$ cat config.mk
export PLATFORM = sky130hd
export DESIGN_NAME = bias_act_stage
export DESIGN_NICKNAME = d
export VERILOG_FILES = /design/src/rtl/nn_pkg.sv /design/src/rtl/bias_relu_pe.sv /design/src/rtl/bias_act_stage.sv
export SDC_FILE = /design/constraint.sdc
export NUM_CORES = 1
export LEC_CHECK = 0
export ABC_AREA = 1
export BUFFER_PORTS_ARGS = -buffer_cell sky130_fd_sc_hd__buf_2
export CAP_MARGIN = 20
export CORE_UTILIZATION = 56
export CTS_CLUSTER_SIZE = 28
export DETAILED_ROUTE_END_ITERATION = 12
export PLACE_DENSITY = 0.78
export SYNTH_ARGS = -nofsm -noshare
export SYNTH_HDL_FRONTEND = slang
export SYNTH_SLANG_ARGS = --single-unit
$ cat constraint.sdc
create_clock -name clk -period 3.4 [get_ports clk]
set_clock_uncertainty 0.2 [all_clocks]
set_input_delay 0.68 -clock clk [delete_from_list [all_inputs] [get_ports clk]]
set_output_delay 0.68 -clock clk [all_outputs]
set_load 0.005 [all_outputs]
$ cat src/rtl/nn_pkg.sv
// Shared definitions for the neural-network datapath blocks: default element
// width, the bias/activation FSM encoding and saturation bounds.
package nn_pkg;

  localparam int DEFAULT_WIDTH = 8;

  typedef enum logic [1:0] {
    ST_IDLE = 2'd0,
    ST_RUN  = 2'd1,
    ST_FIN  = 2'd2
  } state_e;

  function automatic int sat_max(input int w);
    return (1 << (w - 1)) - 1;
  endfunction

  function automatic int sat_min(input int w);
    return -(1 << (w - 1));
  endfunction

endpackage

$ cat src/rtl/bias_relu_pe.sv
// Combinational per-element unit: signed bias add with saturation, then
// optional ReLU clamp of negative results to zero.
module bias_relu_pe
  import nn_pkg::*;
#(
  parameter int WIDTH = DEFAULT_WIDTH
) (
  input  logic signed [WIDTH-1:0] elem_i,
  input  logic signed [WIDTH-1:0] bias_i,
  input  logic                    relu_en_i,
  output logic signed [WIDTH-1:0] result_o
);

  localparam logic signed [WIDTH-1:0] MAXV = WIDTH'(sat_max(WIDTH));
  localparam logic signed [WIDTH-1:0] MINV = WIDTH'(sat_min(WIDTH));

  // One guard bit is enough: overflow shows up as the top two sum bits differing.
  function automatic logic signed [WIDTH-1:0] sat_add(
    input logic signed [WIDTH-1:0] a,
    input logic signed [WIDTH-1:0] b
  );
    logic signed [WIDTH:0] s;
    s = {a[WIDTH-1], a} + {b[WIDTH-1], b};
    if (s[WIDTH] != s[WIDTH-1]) begin
      return s[WIDTH] ? MINV : MAXV;
    end
    return s[WIDTH-1:0];
  endfunction

  function automatic logic signed [WIDTH-1:0] relu(
    input logic signed [WIDTH-1:0] x,
    input logic                    en
  );
    return (en && x[WIDTH-1]) ? '0 : x;
  endfunction

  logic signed [WIDTH-1:0] sum;

  assign sum      = sat_add(elem_i, bias_i);
  assign result_o = relu(sum, relu_en_i);

endmodule

$ cat src/rtl/bias_act_stage.sv
// Bias + activation stage behind mvm: captures a result vector on start, walks
// its elements through one shared bias_relu_pe and publishes the packed result.
module bias_act_stage
  import nn_pkg::*;
#(
  parameter int MATRIX_ROWS = 3,
  parameter int WIDTH       = DEFAULT_WIDTH,
  parameter int IDX_W       = (MATRIX_ROWS > 1) ? $clog2(MATRIX_ROWS) : 1
) (
  input  logic                         clk,
  input  logic                         reset,
  input  logic                         start,
  input  logic [MATRIX_ROWS*WIDTH-1:0] in_vector,
  input  logic [MATRIX_ROWS*WIDTH-1:0] bias,
  input  logic                         relu_en,
  output logic [MATRIX_ROWS*WIDTH-1:0] result_vector,
  output logic                         busy,
  output logic                         done,
  output logic                         overrun
);

  localparam logic [IDX_W-1:0] LAST_IDX = IDX_W'(MATRIX_ROWS - 1);

  state_e                         state_q;
  logic [IDX_W-1:0]               idx_q;
  logic                           relu_q;
  logic signed [WIDTH-1:0]        in_q   [MATRIX_ROWS];
  logic signed [WIDTH-1:0]        bias_q [MATRIX_ROWS];
  logic signed [WIDTH-1:0]        work_q [MATRIX_ROWS];
  logic [MATRIX_ROWS*WIDTH-1:0]   result_q;
  logic [MATRIX_ROWS*WIDTH-1:0]   result_d;
  logic                           done_q;
  logic                           overrun_q;
  logic signed [WIDTH-1:0]        pe_out;

  bias_relu_pe #(
    .WIDTH(WIDTH)
  ) u_pe (
    .elem_i    (in_q[idx_q]),
    .bias_i    (bias_q[idx_q]),
    .relu_en_i (relu_q),
    .result_o  (pe_out)
  );

  // The last element bypasses the working register so the packed result is
  // already complete in the cycle done is high.
  always_comb begin
    result_d = '0;
    for (int i = 0; i < MATRIX_ROWS; i++) begin
      result_d[(MATRIX_ROWS-i)*WIDTH-1 -: WIDTH] =
        (idx_q == IDX_W'(i)) ? pe_out : work_q[i];
    end
  end

  always_ff @(posedge clk or negedge reset) begin
    if (!reset) begin
      state_q   <= ST_IDLE;
      idx_q     <= '0;
      relu_q    <= 1'b0;
      result_q  <= '0;
      done_q    <= 1'b0;
      overrun_q <= 1'b0;
      for (int i = 0; i < MATRIX_ROWS; i++) begin
        in_q[i]   <= '0;
        bias_q[i] <= '0;
        work_q[i] <= '0;
      end
    end else begin
      done_q <= 1'b0;
      if (start && (state_q != ST_IDLE)) begin
        overrun_q <= 1'b1;
      end
      case (state_q)
        ST_IDLE: begin
          if (start) begin
            for (int i = 0; i < MATRIX_ROWS; i++) begin
              in_q[i]   <= in_vector[(MATRIX_ROWS-i)*WIDTH-1 -: WIDTH];
              bias_q[i] <= bias[(MATRIX_ROWS-i)*WIDTH-1 -: WIDTH];
            end
            relu_q  <= relu_en;
            idx_q   <= '0;
            state_q <= ST_RUN;
          end
        end
        ST_RUN: begin
          work_q[idx_q] <= pe_out;
          if (idx_q == LAST_IDX) begin
            result_q <= result_d;
            done_q   <= 1'b1;
            state_q  <= ST_FIN;
          end else begin
            idx_q <= idx_q + 1'b1;
          end
        end
        ST_FIN: begin
          state_q <= ST_IDLE;
        end
        default: begin
          state_q <= ST_IDLE;
        end
      endcase
    end
  end

  assign result_vector = result_q;
  assign busy          = (state_q != ST_IDLE);
  assign done          = done_q;
  assign overrun       = overrun_q;

endmodule

Yosys cells after proc, flatten, opt, wreduce, memory -nomap -nowiden
Index checks and enable logic that the tools add are counted.
{"block": "word_totals", "inputBits": 52, "ff_bits": 103, "output_inout_bits": 27, "word_cells": 62}
{"block": "op_classes", "n_reduce_logical": 11, "muxes": 24, "magnitude_cmp": 2, "bitwise_logic": 1, "n_eq_ne": 7, "n_addsub": 2}
{"operator": "two-way mux 8 bit", "count": 11}
{"operator": "binary-select mux 8 bit (select 2 bit)", "count": 2}
{"operator": "bitwise mux 24 bit", "count": 1}
{"operator": "demux 8 bit (select 2 bit)", "count": 1}
{"operator": "adder 8 x 8 -> 9 bit", "count": 1}
{"operator": "two-way mux 2 bit", "count": 4}
{"operator": "case mux 2 bit (2 select lines)", "count": 2}
{"operator": "!= test 2 bit (second input constant)", "count": 3}
{"operator": "AND reduction 2 bit", "count": 3}
{"operator": "equality test 2 x 1 -> 1 bit (second input constant)", "count": 2}
{"operator": "zero test 2 bit", "count": 2}
{"operator": "nonzero test 2 bit", "count": 2}
{"operator": "greater-or-equal comparator 3 bit (second input constant)", "count": 1}
{"operator": "logical AND 1 bit", "count": 3}
{"operator": "less-than comparator 3 x 1 -> 1 bit (second input constant)", "count": 1}
{"operator": "two-way mux 1 bit", "count": 3}
{"operator": "inverter 2 -> 3 bit", "count": 1}
{"operator": "AND reduction 3 bit", "count": 1}
{"operator": "adder 2 x 1 -> 2 bit (second input constant)", "count": 1}
{"operator": "equality test 2 bit (second input constant)", "count": 1}
{"operator": "!= test 1 bit", "count": 1}

Longest topological paths before layout
Gate-level depths: netlist of run 1.
{"block": "depth", "ltp_word": 11, "mapped_depth": 21, "depth_no_buf": 20}

Modules after synthesis
A second synthesis of run 1 with hierarchy kept.
{"block": "hier_totals", "cells_unflattened": 634, "hier_area_um2": 4832.1}
{"module": "bias_act_stage", "cells_each": 534, "seq_area_each_um2": 2377.3, "area_each_um2": 4267.8, "instances": 1}
{"module": "bias_relu_pe", "cells_each": 100, "seq_area_each_um2": 0.0, "area_each_um2": 564.3, "instances": 1}

Worst setup path after synthesis of run 1
Ideal clock, no wire load.
{"block": "synth_path", "path_kind": "reg-to-reg", "from": "register idx_q[0]", "to": "register result_q[10], in the netlist result_vector[10]", "path_stages_with_launch": 21, "path_buffers": 2, "t_required_ns": 3.084, "slack_ns": 0.334, "setup_ns": 0.116, "t_arrival_ns": 2.749, "synth_period_minus_slack_ns": 3.066, "cell_sequence": "dfrtp_1 -> clkbuf_2 -> nor2_1 -> clkbuf_1 -> nand2_1 -> o21ai_0 -> ha_1 -> inv_1 -> fa_1 -> inv_1 -> nand2_1 -> nand2_1 -> nand3_1 -> nand3_1 -> nand2_2 -> nand2_1 -> nand3_1 -> nand2_1 -> nand2_1 -> nand2_1 -> nand2_1"}
{"block": "synth_between", "elab_chain_len": 11, "elab_cells_between_ends": 19, "cone_classes": "add/sub: 1; eq/ne: 3; mux: 12; bitwise: 1; reduce/logical: 2"}
{"element": "start, declared", "line_no": "bias_act_stage.sv:25", "text": "logic [IDX_W-1:0] idx_q;"}
{"element": "start signal, assigned", "line_no": "bias_act_stage.sv:92", "text": "idx_q <= idx_q + 1'b1;"}
{"element": "inverter 2 -> 3 bit (implied by the code)", "line_no": "bias_act_stage.sv:39, bias_act_stage.sv:40"}
{"element": "binary-select mux 8 bit (select 2 bit), on equally long branches", "line_no": "bias_act_stage.sv:39, bias_act_stage.sv:40"}
{"element": "two-way mux 8 bit, on equally long branches (2 in series)", "line_no": "bias_act_stage.sv:39, bias_act_stage.sv:40"}
{"element": "adder 8 x 8 -> 9 bit", "line_no": "bias_relu_pe.sv:23", "text": "s = {a[WIDTH-1], a} + {b[WIDTH-1], b};"}
{"element": "two-way mux 8 bit or != test 1 bit (tied branches)", "line_no": "bias_relu_pe.sv:25, bias_relu_pe.sv:24"}
{"element": "two-way mux 8 bit or two-way mux 1 bit (tied branches)", "line_no": "bias_relu_pe.sv:24", "text": "if (s[WIDTH] != s[WIDTH-1]) begin"}
{"element": "two-way mux 8 bit", "line_no": "bias_relu_pe.sv:27", "text": "return s[WIDTH-1:0];"}
{"element": "logical AND 1 bit", "line_no": "bias_relu_pe.sv:34", "text": "return (en && x[WIDTH-1]) ? '0 : x;"}
{"element": "two-way mux 8 bit", "line_no": "bias_relu_pe.sv:34"}
{"element": "two-way mux 8 bit", "line_no": "bias_act_stage.sv:51", "text": "(idx_q == IDX_W'(i)) ? pe_out : work_q[i];"}
{"element": "end signal, assigned", "line_no": "bias_act_stage.sv:88", "text": "result_q <= result_d;"}
{"element": "end, declared", "line_no": "bias_act_stage.sv:30", "text": "logic [MATRIX_ROWS*WIDTH-1:0] result_q;"}
Several ways; a longest one is shown, not always the timed one. The select of a mux whose other input is x is not followed.
A chain may end at the register's enable or synchronous reset.

Worst setup path in the final report of run 1
{"block": "layout_path", "from": "register idx_q[0]", "to": "register result_q[21], in the netlist result_vector[21]"}
The elaborated chain is that of the path after synthesis.

==> results of run 1 <==
[area by class of cell]
type	instances	area, sq um
Tap cell	102	128
Timing Repair Buffer	91	503
Clock buffer	9	124
Inverter	27	105
Multi-Input combinational cell	448	2000
Clock inverter	7	63.8
Fill cell	628	2500
Sequential cell	95	2380
[routing by layer]
layer | share of wire (%) | GRT usage, % | routed length (um) | vias up
met5 | 0 | 0 | 0 | -
met2 | 47 | 42.8 | 4760 | 126
li1 | - | - | - | 2003
met3 | 4.8 | 4.15 | 488 | 23
met4 | 2.3 | 11.6 | 235 | 0
met1 | 46 | 35.8 | 4670 | 1828
[per-stage QoR]
step / area, sq um / std cells / util (%) / setup slack [ps] / hold WS (ps)
6_report: 5300 / 779 / 67.9 / 260 / 127
5_1_grt: 5300 / 779 / 67.9 / 38.0 / 174
4_1_cts: 5250 / 776 / 67.2 / 116 / 154
3_5_place_dp: 5060 / 760 / 64.8 / 139 / 253
3_3_place_gp: 5060 / 760 / 64.8 / 282 / 247
2_1_floorplan: 4540 / 596 / - / 334 / 184
[sequential cells by signal, indices dropped and copies added, names as in the netlist]
signal and cells:
bias_q 24, done 1, idx_q 2, in_q 24, overrun 1, relu_q 1, result_vector 24, state_q 2
work_q 16
[Yosys cell counts]
| cell | instances | area [sq um] |
|---|---|---|
| xor2_1 | 3 | 26.3 |
| clkinv_1 | 2 | 7.51 |
| buf_1 | 3 | 11.3 |
| o21ai_2 | 1 | 8.76 |
| nand3b_1 | 2 | 15.0 |
| clkbuf_2 | 1 | 5.00 |
| nand2_2 | 3 | 18.8 |
| or2_1 | 2 | 12.5 |
| ha_1 | 11 | 138 |
| nand4_1 | 2 | 12.5 |
| fa_1 | 1 | 20.0 |
| o21bai_1 | 1 | 7.51 |
| or2_2 | 4 | 25.0 |
| a21oi_1 | 3 | 15.0 |
| nand2_1 | 285 | 1070 |
| nor2_1 | 57 | 214 |
| o21ai_4 | 1 | 16.3 |
| clkbuf_1 | 22 | 82.6 |
| a32oi_1 | 2 | 17.5 |
| o21ai_0 | 39 | 195 |
| o21ai_1 | 19 | 95.1 |
| nand3_1 | 12 | 60.1 |
| inv_1 | 25 | 93.8 |
| dfrtp_1 | 95 | 2380 |
[cells by family after synthesis]
logic type / count (synthesis) / synth area share, %
simple gates: 367 / 31.4
flops: 95 / 52.3
compound gates: 66 / 7.82
buf+inv: 53 / 4.41
fa+ha+maj: 12 / 3.47
xor+xnor: 3 / 0.578
[worst max-delay path, stage by stage (launching register included)]
cell	delay, ps
dfrtp_2	460
buf_4	200
or2_2	320
a32oi_2	290
inv_1	80
ha_1	270
nand2_1	60
nand2_1	80
nand3_1	140
nand2_1	90
nand2_1	80
nand2_2	80
o21ai_4	250
nand2_1	220
nand2_1	110
nand2_1	60
nand2_1	70
[worst max-delay path by stage]
stage / from / endpoint / slack [ps]
after detailed placement: idx_q[0]$_DFFE_PN0P_ / result_vector[19]$_DFFE_PN0P_ / 140
final: idx_q[0]$_DFFE_PN0P_ / result_vector[21]$_DFFE_PN0P_ / 260
after CTS: idx_q[0]$_DFFE_PN0P_ / result_vector[21]$_DFFE_PN0P_ / 120
after global placement: idx_q[0]$_DFFE_PN0P_ / result_vector[19]$_DFFE_PN0P_ / 280
after floorplan: idx_q[0]$_DFFE_PN0P_ / result_vector[10]$_DFFE_PN0P_ / 330
after global routing: idx_q[0]$_DFFE_PN0P_ / result_vector[21]$_DFFE_PN0P_ / 40
[timing repair]
item                       4_1_cts  5_1_grt
setup endpoints to repair        0       33
gates resized for setup          0        9
setup buffers                    0        3
==> impl_metrics.csv, run 1 <==
group,metric,value,unit
floorplan,io_pins,79,
layout,layout_commonest_cell,"nand2_1",
floorplan,die_h,92.1,um
cts,worstSkewPairLatency,360,ps
layout,fin_nets,736,
yosys,mappedNetlistArea,4540,sq um
drt,ant_nets,0,
sta,maxSlewViolCount,0,
floorplan,dieArea,8480,sq um
cts,cts_tree,"built",
cts,cts-root-buf,"clkbuf_8",
placed_design,dp_hpwl,7.18,mm
drt,drc_errors,0,
grt,antenna_found_initial,0,
yosys,synthCells,596,
yosys,ys_seq_area_share,52.3,%
sta,fin_crit_sh,92.4,%
worst_setup_path,regToRegStartpoint,"idx_q[0]$_DFFE_PN0P_",
layout,diodes,0,
drt,first_pass_iters,5,
floorplan,core,7810,sq um
yosys,synth_cell_type_count,24,
hold_path,hp-class,"in2async",
worst_setup_path,required,3500,ps
drt,via_per_inst,5.11,
grt,grt_max_degree,52,
floorplan,fp.dieW,92.1,um
layout,layout-drive-gt1-share,18.6,%
layout,area_growth_syn_to_layout,16.7,%
worst_setup_path,timing.rr.end,"result_vector[21]$_DFFE_PN0P_",
sta,finalSetupViolCount,0,
grt,grt_pass1_vias,3967,
run,drv_cap,0,
sta,rsz0062_at_grt,"false",
placed_design,io_buffers,78,
drt,wl_per_cell,13.0,um
cts,cts_made_buffers,9,
yosys,yosysWarnings,0,
sta,max_freq,318,MHz
cts,cts_hold_buf,0,
yosys,synthesis.nets,660,
worst_setup_path,rrSetupSlack,260,ps
worst_setup_path,crit_fanout,14,
drt,drtIter0Drc,218,
placed_design,gp_congestion,0.867,
grt,gr-usage-all-layers,26.6,%
sta,fin_tns_setup,0,ps
sta,max_slew_margin,56.4,%
worst_setup_path,crit_arrival,3240,ps
sta,min_period,3140,ps
grt,grt-ovfl-total,0,
drt,dr_total_vias,3980,
yosys,syn_area_per_cell,7.62,sq um
worst_setup_path,start_kind,"register",
grt,grt_pass1_wl,17.8,mm
sta,tightest_slew,654,ps
worst_setup_path,worstSetupEndpointType,"register",
cts,cts_htree_levels,3,
floorplan,placementRows,32,
cts,clockBufferDepth,2,
worst_setup_path,crit_type,"reg2reg",
sta,finalHoldViolations,0,
yosys,ys_seq_elements,95,
cts,clkSlewWorstSetupHoldPaths,100,ps
cts,clkSinkCount,95,
worst_setup_path,reg2reg_depth,16,
drt,wirelength,10.2,mm
floorplan,initial_core_util,58.2,%
layout,final_cell_mix,"282 x nand2_1, 94 x dfrtp_1, 77 x buf_2",
run_status,status,"completed",
Power of run 1 is not shown: default switching activity piles up to over one toggle a cycle in this logic, so the estimate is an artifact.
==> inputs of run 2 (changes only) <==
--- a/config.mk
+++ b/config.mk
@@ -5,13 +5,13 @@
 export SDC_FILE = /design/constraint.sdc
 export NUM_CORES = 1
 export LEC_CHECK = 0
-export ABC_AREA = 1
 export BUFFER_PORTS_ARGS = -buffer_cell sky130_fd_sc_hd__buf_2
 export CAP_MARGIN = 20
 export CORE_UTILIZATION = 56
 export CTS_CLUSTER_SIZE = 28
 export DETAILED_ROUTE_END_ITERATION = 12
-export PLACE_DENSITY = 0.78
+export PLACE_DENSITY = 0.8
+export RECOVER_POWER = 50
 export SYNTH_ARGS = -nofsm -noshare
 export SYNTH_HDL_FRONTEND = slang
 export SYNTH_SLANG_ARGS = --single-unit
==> run 2 against run 1 <==
The run now ends with capacitance limit, slew limit left. Critical path depth shrank 4. Utilization up 1.4 points. Non-clock buffer count up 1. Largest cell class unchanged. Cell count shrank 21%. Sequential cell count unchanged. Synthesized cell count shrank 29%. Fmax decreased by 5.2%. First-iteration DRC count is 35% lower.
==> impl_metrics.csv, run 2 <==
group,metric,value,unit
layout,layout-drive-gt1-share,35.8,%
drt,wl_per_cell,15.9,um
drt,ant_nets,0,
layout,finalNonFillerCells,613,
yosys,synth-edff-count,0,
layout,diodes,0,
yosys,ys_seq_area_share,51.6,%
run,drv_cap,1,
layout,multi_input_area,2150,sq um
drt,wirelength,9.76,mm
sta,fin_crit_sh,97.4,%
cts,cts_tree,"built",
grt,grt_max_degree,53,
yosys,synth_compound_area_share,15.9,%
hold_path,hp-class,"reg2reg",
worst_setup_path,cp_cell_sequence,"buf_12 > mux2i_1 > o21ai_1 > ha_2 > inv_1 > fa_1 > nand2b_2 > a21o_1 > a211oi_2 > o21ai_1 > a221oi_1 > o21ai_1",
grt,gr-usage-all-layers,24.4,%
yosys,ys_seq_elements,95,
worst_setup_path,required,3460,ps
yosys,synth_top_area_cell,"dfrtp_1",
drt,drc_errors,0,
placed_design,dp_hpwl,7.13,mm
yosys,ys.flop_type,"dfrtp_1",
placed_design,io_buffers,78,
yosys,synthArstFlopShare,100,%
yosys,yosysWarnings,0,
run_status,violations,"capacitance limit, slew limit",
floorplan,io_pins,79,
cts,cts_htree_levels,3,
cts,clkSlewWorstSetupHoldPaths,100,ps
sta,maxSlewViolCount,44,
yosys,synthTopCellsByArea,"dfrtp_1 52%, mux2_2 12%, a21oi_1 3.9%",
layout,final_cell_mix,"94 x dfrtp_1, 77 x buf_2, 51 x mux2_2",
layout,seq_area,2380,sq um
cts,clockBufferDepth,2,
placed_design,dp_cells,596,
yosys,synthCells,422,
cts,worstSkewPairLatency,370,ps
sta,finalHoldViolations,0,
drt,via_per_inst,5.67,
cts,cts_hold_buf,0,
floorplan,fp.dieW,92.7,um
drt,drtIter0Drc,141,
grt,grt_pass1_vias,3536,
run_status,status,"finished with violations",
yosys,synth_fa_ha_area_share,3.42,%
grt,grt_pass1_wl,16.3,mm
yosys,syn_area_per_cell,10.9,sq um
worst_setup_path,crit_top_cell,"o21ai_1",
layout,fillerInstances,622,
drt,first_pass_iters,4,
worst_setup_path,worstSetupEndpointType,"register",
floorplan,core,7850,sq um
yosys,synth_cell_type_count,50,
yosys,mappedNetlistArea,4610,sq um
yosys,synth_most_common_cell,"dfrtp_1",
yosys,synthesis.nets,486,
cts,cts_made_buffers,9,
yosys,synth-xor-area-share,0.380,%
floorplan,initial_core_util,58.7,%
grt,antenna_found_initial,0,
worst_setup_path,cp_slowest_cell,"dfrtp_2",
sta,max_slew_margin,-58.8,%
grt,grt-ovfl-total,0,
sta,min_period,3310,ps
worst_setup_path,crit_arrival,3370,ps
placed_design,gp_congestion,0.922,
layout,layout_commonest_cell,"dfrtp_1",
worst_setup_path,start_kind,"register",
floorplan,die_h,92.7,um
layout,area_growth_syn_to_layout,18.1,%
sta,max_freq,302,MHz
worst_setup_path,critPathMaxStageDelay,470,ps
sta,finalSetupViolCount,0,
cts,cts-root-buf,"clkbuf_8",
yosys,muxShareOfSynthArea,15.9,%
yosys,synth_top_cells_by_count,"95 x dfrtp_1, 51 x mux2_2, 36 x a21oi_1",
sta,rsz0062_at_grt,"true",
floorplan,placementRows,32,
floorplan,dieArea,8590,sq um
worst_setup_path,crit_type,"reg2reg",
cts,clkSinkCount,95,
drt,dr_total_vias,3478,
sta,tightest_slew,2380,ps
layout,fin_nets,570,
yosys,synth_top_family_by_area,"multiplexers",
layout,utilization,69.3,%
worst_setup_path,crit_fanout,10,
worst_setup_path,path_buf_inv,2,
yosys,synthSimpleGateAreaFrac,9.99,%
yosys,synth_top_area_share,51.6,%
worst_setup_path,critPathTopFamily,"compound AO/OA/AOI/OAI gates",
[run 2: cells by family after synthesis]
logic type | after synthesis
AND/OR/NAND/NOR | 94
multiplexers | 67
XOR/XNOR | 2
AO/OA/AOI/OAI | 121
flip-flops | 95
adder cells (fa/ha/maj) | 12
buffers and inverters | 31
[run 2: stage by stage]
| stage | cell area [sq um] | setup TNS [ps] | setup slack [ps] | hold slack (ps) |
|---|---|---|---|---|
| 2_1_floorplan | 4610 | 0 | 2.83 | 184 |
| 3_3_place_gp | 5190 | 0 | 71.9 | 234 |
| 3_5_place_dp | 5190 | -85.7 | -49.5 | 256 |
| 4_1_cts | 5400 | 0 | 25.7 | 109 |
| 5_1_grt | 5440 | -121 | -40.6 | 297 |
| 6_report | 5440 | 0 | 87.4 | 275 |
[run 2: final cells by class]
cell class,count,share of cell area (%)
Timing Repair Buffer,92,9.78
Clock buffer,9,2.28
Sequential cell,95,43.7
Inverter,12,0.828
Tap cell,102,2.35
Multi-Input combinational cell,296,39.6
Clock inverter,7,1.45
[run 2: worst paths after layout]
path	start	endpoint	slack [ps]	cells past startpoint
worst max-delay path	idx_q[1]$_DFFE_PN0P_	result_vector[14]$_DFFE_PN0P_	90	12
worst min-delay path	overrun$_DFFE_PN0P_	overrun$_DFFE_PN0P_	270	1
worst max register to register	idx_q[1]$_DFFE_PN0P_	result_vector[14]$_DFFE_PN0P_	90	12
worst min register to register	overrun$_DFFE_PN0P_	overrun$_DFFE_PN0P_	270	1
max in group asynchronous	reset	in_q[18]$_DFFE_PN0P_	820	1
min in group asynchronous	reset	result_vector[23]$_DFFE_PN0P_	810	1
[run 2: layer usage]
metal | GRT usage (%) | wire length (um) | vias up
met5 | 0 | 0 | -
met3 | 3.20 | 376 | 12
li1 | - | - | 1680
met2 | 41.4 | 4920 | 96
met4 | 9.23 | 140 | 0
met1 | 32.1 | 4330 | 1690
[run 2: worst reg2reg max path, delay by kind of cell, from the launching register on]
| family | cells | cell delay [ps] |
|---|---|---|
| AND/OR/NAND/NOR | 1 | 240 |
| multiplexers | 1 | 120 |
| flip-flops | 1 | 470 |
| buffers and inverters | 2 | 230 |
| adder cells (fa/ha/maj) | 2 | 640 |
| AO/OA/AOI/OAI | 6 | 1300 |
[run 2: repair_timing]
item	4_1_cts	5_1_grt
setup endpoints to repair	3	40
setup buffers	0	1
gates resized for setup	2	12
pin swaps	0	1
Power of run 2 is left out for the same reason.
==> inputs of run 3 (changes only) <==
--- a/config.mk
+++ b/config.mk
@@ -5,7 +5,7 @@
 export SDC_FILE = /design/constraint.sdc
 export NUM_CORES = 1
 export LEC_CHECK = 0
-export BUFFER_PORTS_ARGS = -buffer_cell sky130_fd_sc_hd__buf_2
+export BUFFER_PORTS_ARGS = -buffer_cell sky130_fd_sc_hd__buf_4
 export CAP_MARGIN = 20
 export CORE_UTILIZATION = 56
 export CTS_CLUSTER_SIZE = 28
==> run 3 against run 2 <==
The run still ends with capacitance limit, slew limit left. Fmax grew 0.75%. Sequential cell count is the same. Non-clock buffer count grew 1.
==> impl_metrics.csv, run 3 (same netlist as run 2, synthesis figures left out) <==
group,metric,value,unit
run_status,status,"finished with violations",
run_status,violations,"capacitance limit, slew limit",
sta,finalSetupViolCount,0,
floorplan,initial_core_util,58.7,%
worst_setup_path,cp-startpoint,"idx_q[1]$_DFFE_PN0P_",
placed_design,dp_cells,593,
cts,cts_htree_levels,3,
worst_setup_path,reg2reg_depth,14,
placed_design,gp_congestion,0.888,
placed_design,dp_hpwl,7.20,mm
grt,gr-usage-all-layers,25.1,%
cts,cts_hold_buf,0,
placed_design,place_area,5360,sq um
grt,grt_pass1_vias,3630,
worst_setup_path,crit_arrival,3370,ps
worst_setup_path,critPathTopFamily,"compound AO/OA/AOI/OAI gates",
sta,fin_crit_sh,96.7,%
layout,diodes,0,
grt,grt_pass1_wl,16.9,mm
worst_setup_path,required,3480,ps
hold_path,holdPathStages,2,
drt,first_pass_iters,4,
worst_setup_path,regToRegStartpoint,"idx_q[1]$_DFFE_PN0P_",
layout,layout-drive-gt1-share,36.3,%
drt,dr_total_vias,3516,
worst_setup_path,worstSetupEndpointType,"register",
sta,max_freq,304,MHz
worst_setup_path,path_buf_inv,4,
worst_setup_path,rrSetupSlack,110,ps
layout,finalNonFillerCells,614,
worst_setup_path,crit_top_cell,"o21ai_1",
grt,antenna_found_initial,0,
layout,finish.instance_area,5740,sq um
drt,drtIter0Drc,139,
worst_setup_path,cp_slowest_cell,"dfrtp_2",
worst_setup_path,path_depth,14,
layout,area_growth_syn_to_layout,24.6,%
sta,max_slew_margin,-58.2,%
floorplan,dieArea,8590,sq um
worst_setup_path,crit_type,"reg2reg",
grt,grt-ovfl-total,0,
floorplan,placementRows,32,
drt,wirelength,10.4,mm
cts,cts_made_buffers,9,
worst_setup_path,cp_cell_sequence,"buf_12 > mux2i_1 > o21ai_1 > ha_2 > inv_1 > fa_1 > nand2b_2 > a21boi_2 > o21ai_1 > a31oi_2 > buf_4 > buf_6 > nand2_1 > a31oi_1",
drt,wl_per_cell,16.9,um
floorplan,fp.dieW,92.7,um
drt,ant_nets,0,
sta,tightest_slew,2370,ps
floorplan,core,7850,sq um
cts,cts_tree,"built",
layout,layout_commonest_cell,"dfrtp_1",
grt,grt_max_degree,52,
sta,fin_tns_setup,0,ps
cts,cts-root-buf,"clkbuf_8",
sta,maxSlewViolCount,45,
cts,clkSlewWorstSetupHoldPaths,100,ps
sta,fin_ws,112,ps
sta,finalHoldViolations,0,
cts,clkSinkCount,95,
floorplan,io_pins,79,
hold_path,hp-class,"reg2reg",
layout,fin_nets,571,
floorplan,die_h,92.7,um
sta,min_period,3290,ps
run,drv_cap,1,
cts,worstSkewPairLatency,360,ps
cts,clockBufferDepth,2,
worst_setup_path,critPathMaxStageDelay,460,ps
drt,drc_errors,0,
drt,via_per_inst,5.73,
worst_setup_path,crit_path_end,"result_vector[0]$_DFFE_PN0P_",
layout,final_cell_mix,"94 x dfrtp_1, 74 x buf_4, 51 x mux2_2",
worst_setup_path,start_kind,"register",
placed_design,io_buffers,78,
worst_setup_path,timing.rr.end,"result_vector[0]$_DFFE_PN0P_",
worst_setup_path,crit_fanout,16,
placed_design,pre_cts_slack,42.5,ps
==> run 3: cell count changes in the layout (fill, tap and decap cells not counted), moves of 3 or more <==
cell,delta
o21ai_0,-3
o21ai_1,+3
buf_4,+63
buf_6,+3
clkbuf_4,+9
buf_2,-77
==> run 3: metrics by stage <==
stage               hold WS, ps  utilization, %
floorplan                   184               -
global placement            241            68.3
detailed placement          276            68.3
CTS                         117            71.2
global route                316            73.1
finish                      289            73.1
==> run 3: timing repair <==
item / CTS / global route
buffers inserted: 0 / 3
endpoints found under the setup margin: 0 / 40
gates resized for setup: 0 / 33
endpoints found under the hold margin: 0 / 0
==> run 3: layout make-up <==
type                    count  area, sq um
clock buffers              10          138
clock inverters             6         91.3
fillers                   578         2110
inverters                  12         45.0
multi-input cells         296         2210
flip-flops and latches     95         2380
well taps                 102          128
repair buffers             93          748
==> run 3: worst min-delay path by stage <==
stage                                            start                       endpoint  slack, ps
after floorplan                                  reset          bias_q[0]$_DFFE_PN0P_        180
final                     result_vector[7]$_DFFE_PN0P_   result_vector[7]$_DFFE_PN0P_        290
after global placement             overrun$_DFFE_PN0P_            overrun$_DFFE_PN0P_        240
after detailed placement  result_vector[7]$_DFFE_PN0P_   result_vector[7]$_DFFE_PN0P_        280
after CTS                                        reset  result_vector[23]$_DFFE_PN0P_        120
after global routing               overrun$_DFFE_PN0P_            overrun$_DFFE_PN0P_        320
==> run 3: tightest hold or removal path, stage by stage, from the launching register on <==
cell and delay, ps:
dfrtp_1 360, nand2_1 40, o21ai_0 60
==> run 3: layer usage <==
metal	vias to the layer above	global-route usage (%)	routed length, um
met4	0	11.0	195
met5	-	0	0
met3	14	3.61	466
li1	1670	-	-
met2	124	44.6	5470
met1	1708	30.3	4230
Power of run 3 is left out for the same reason.
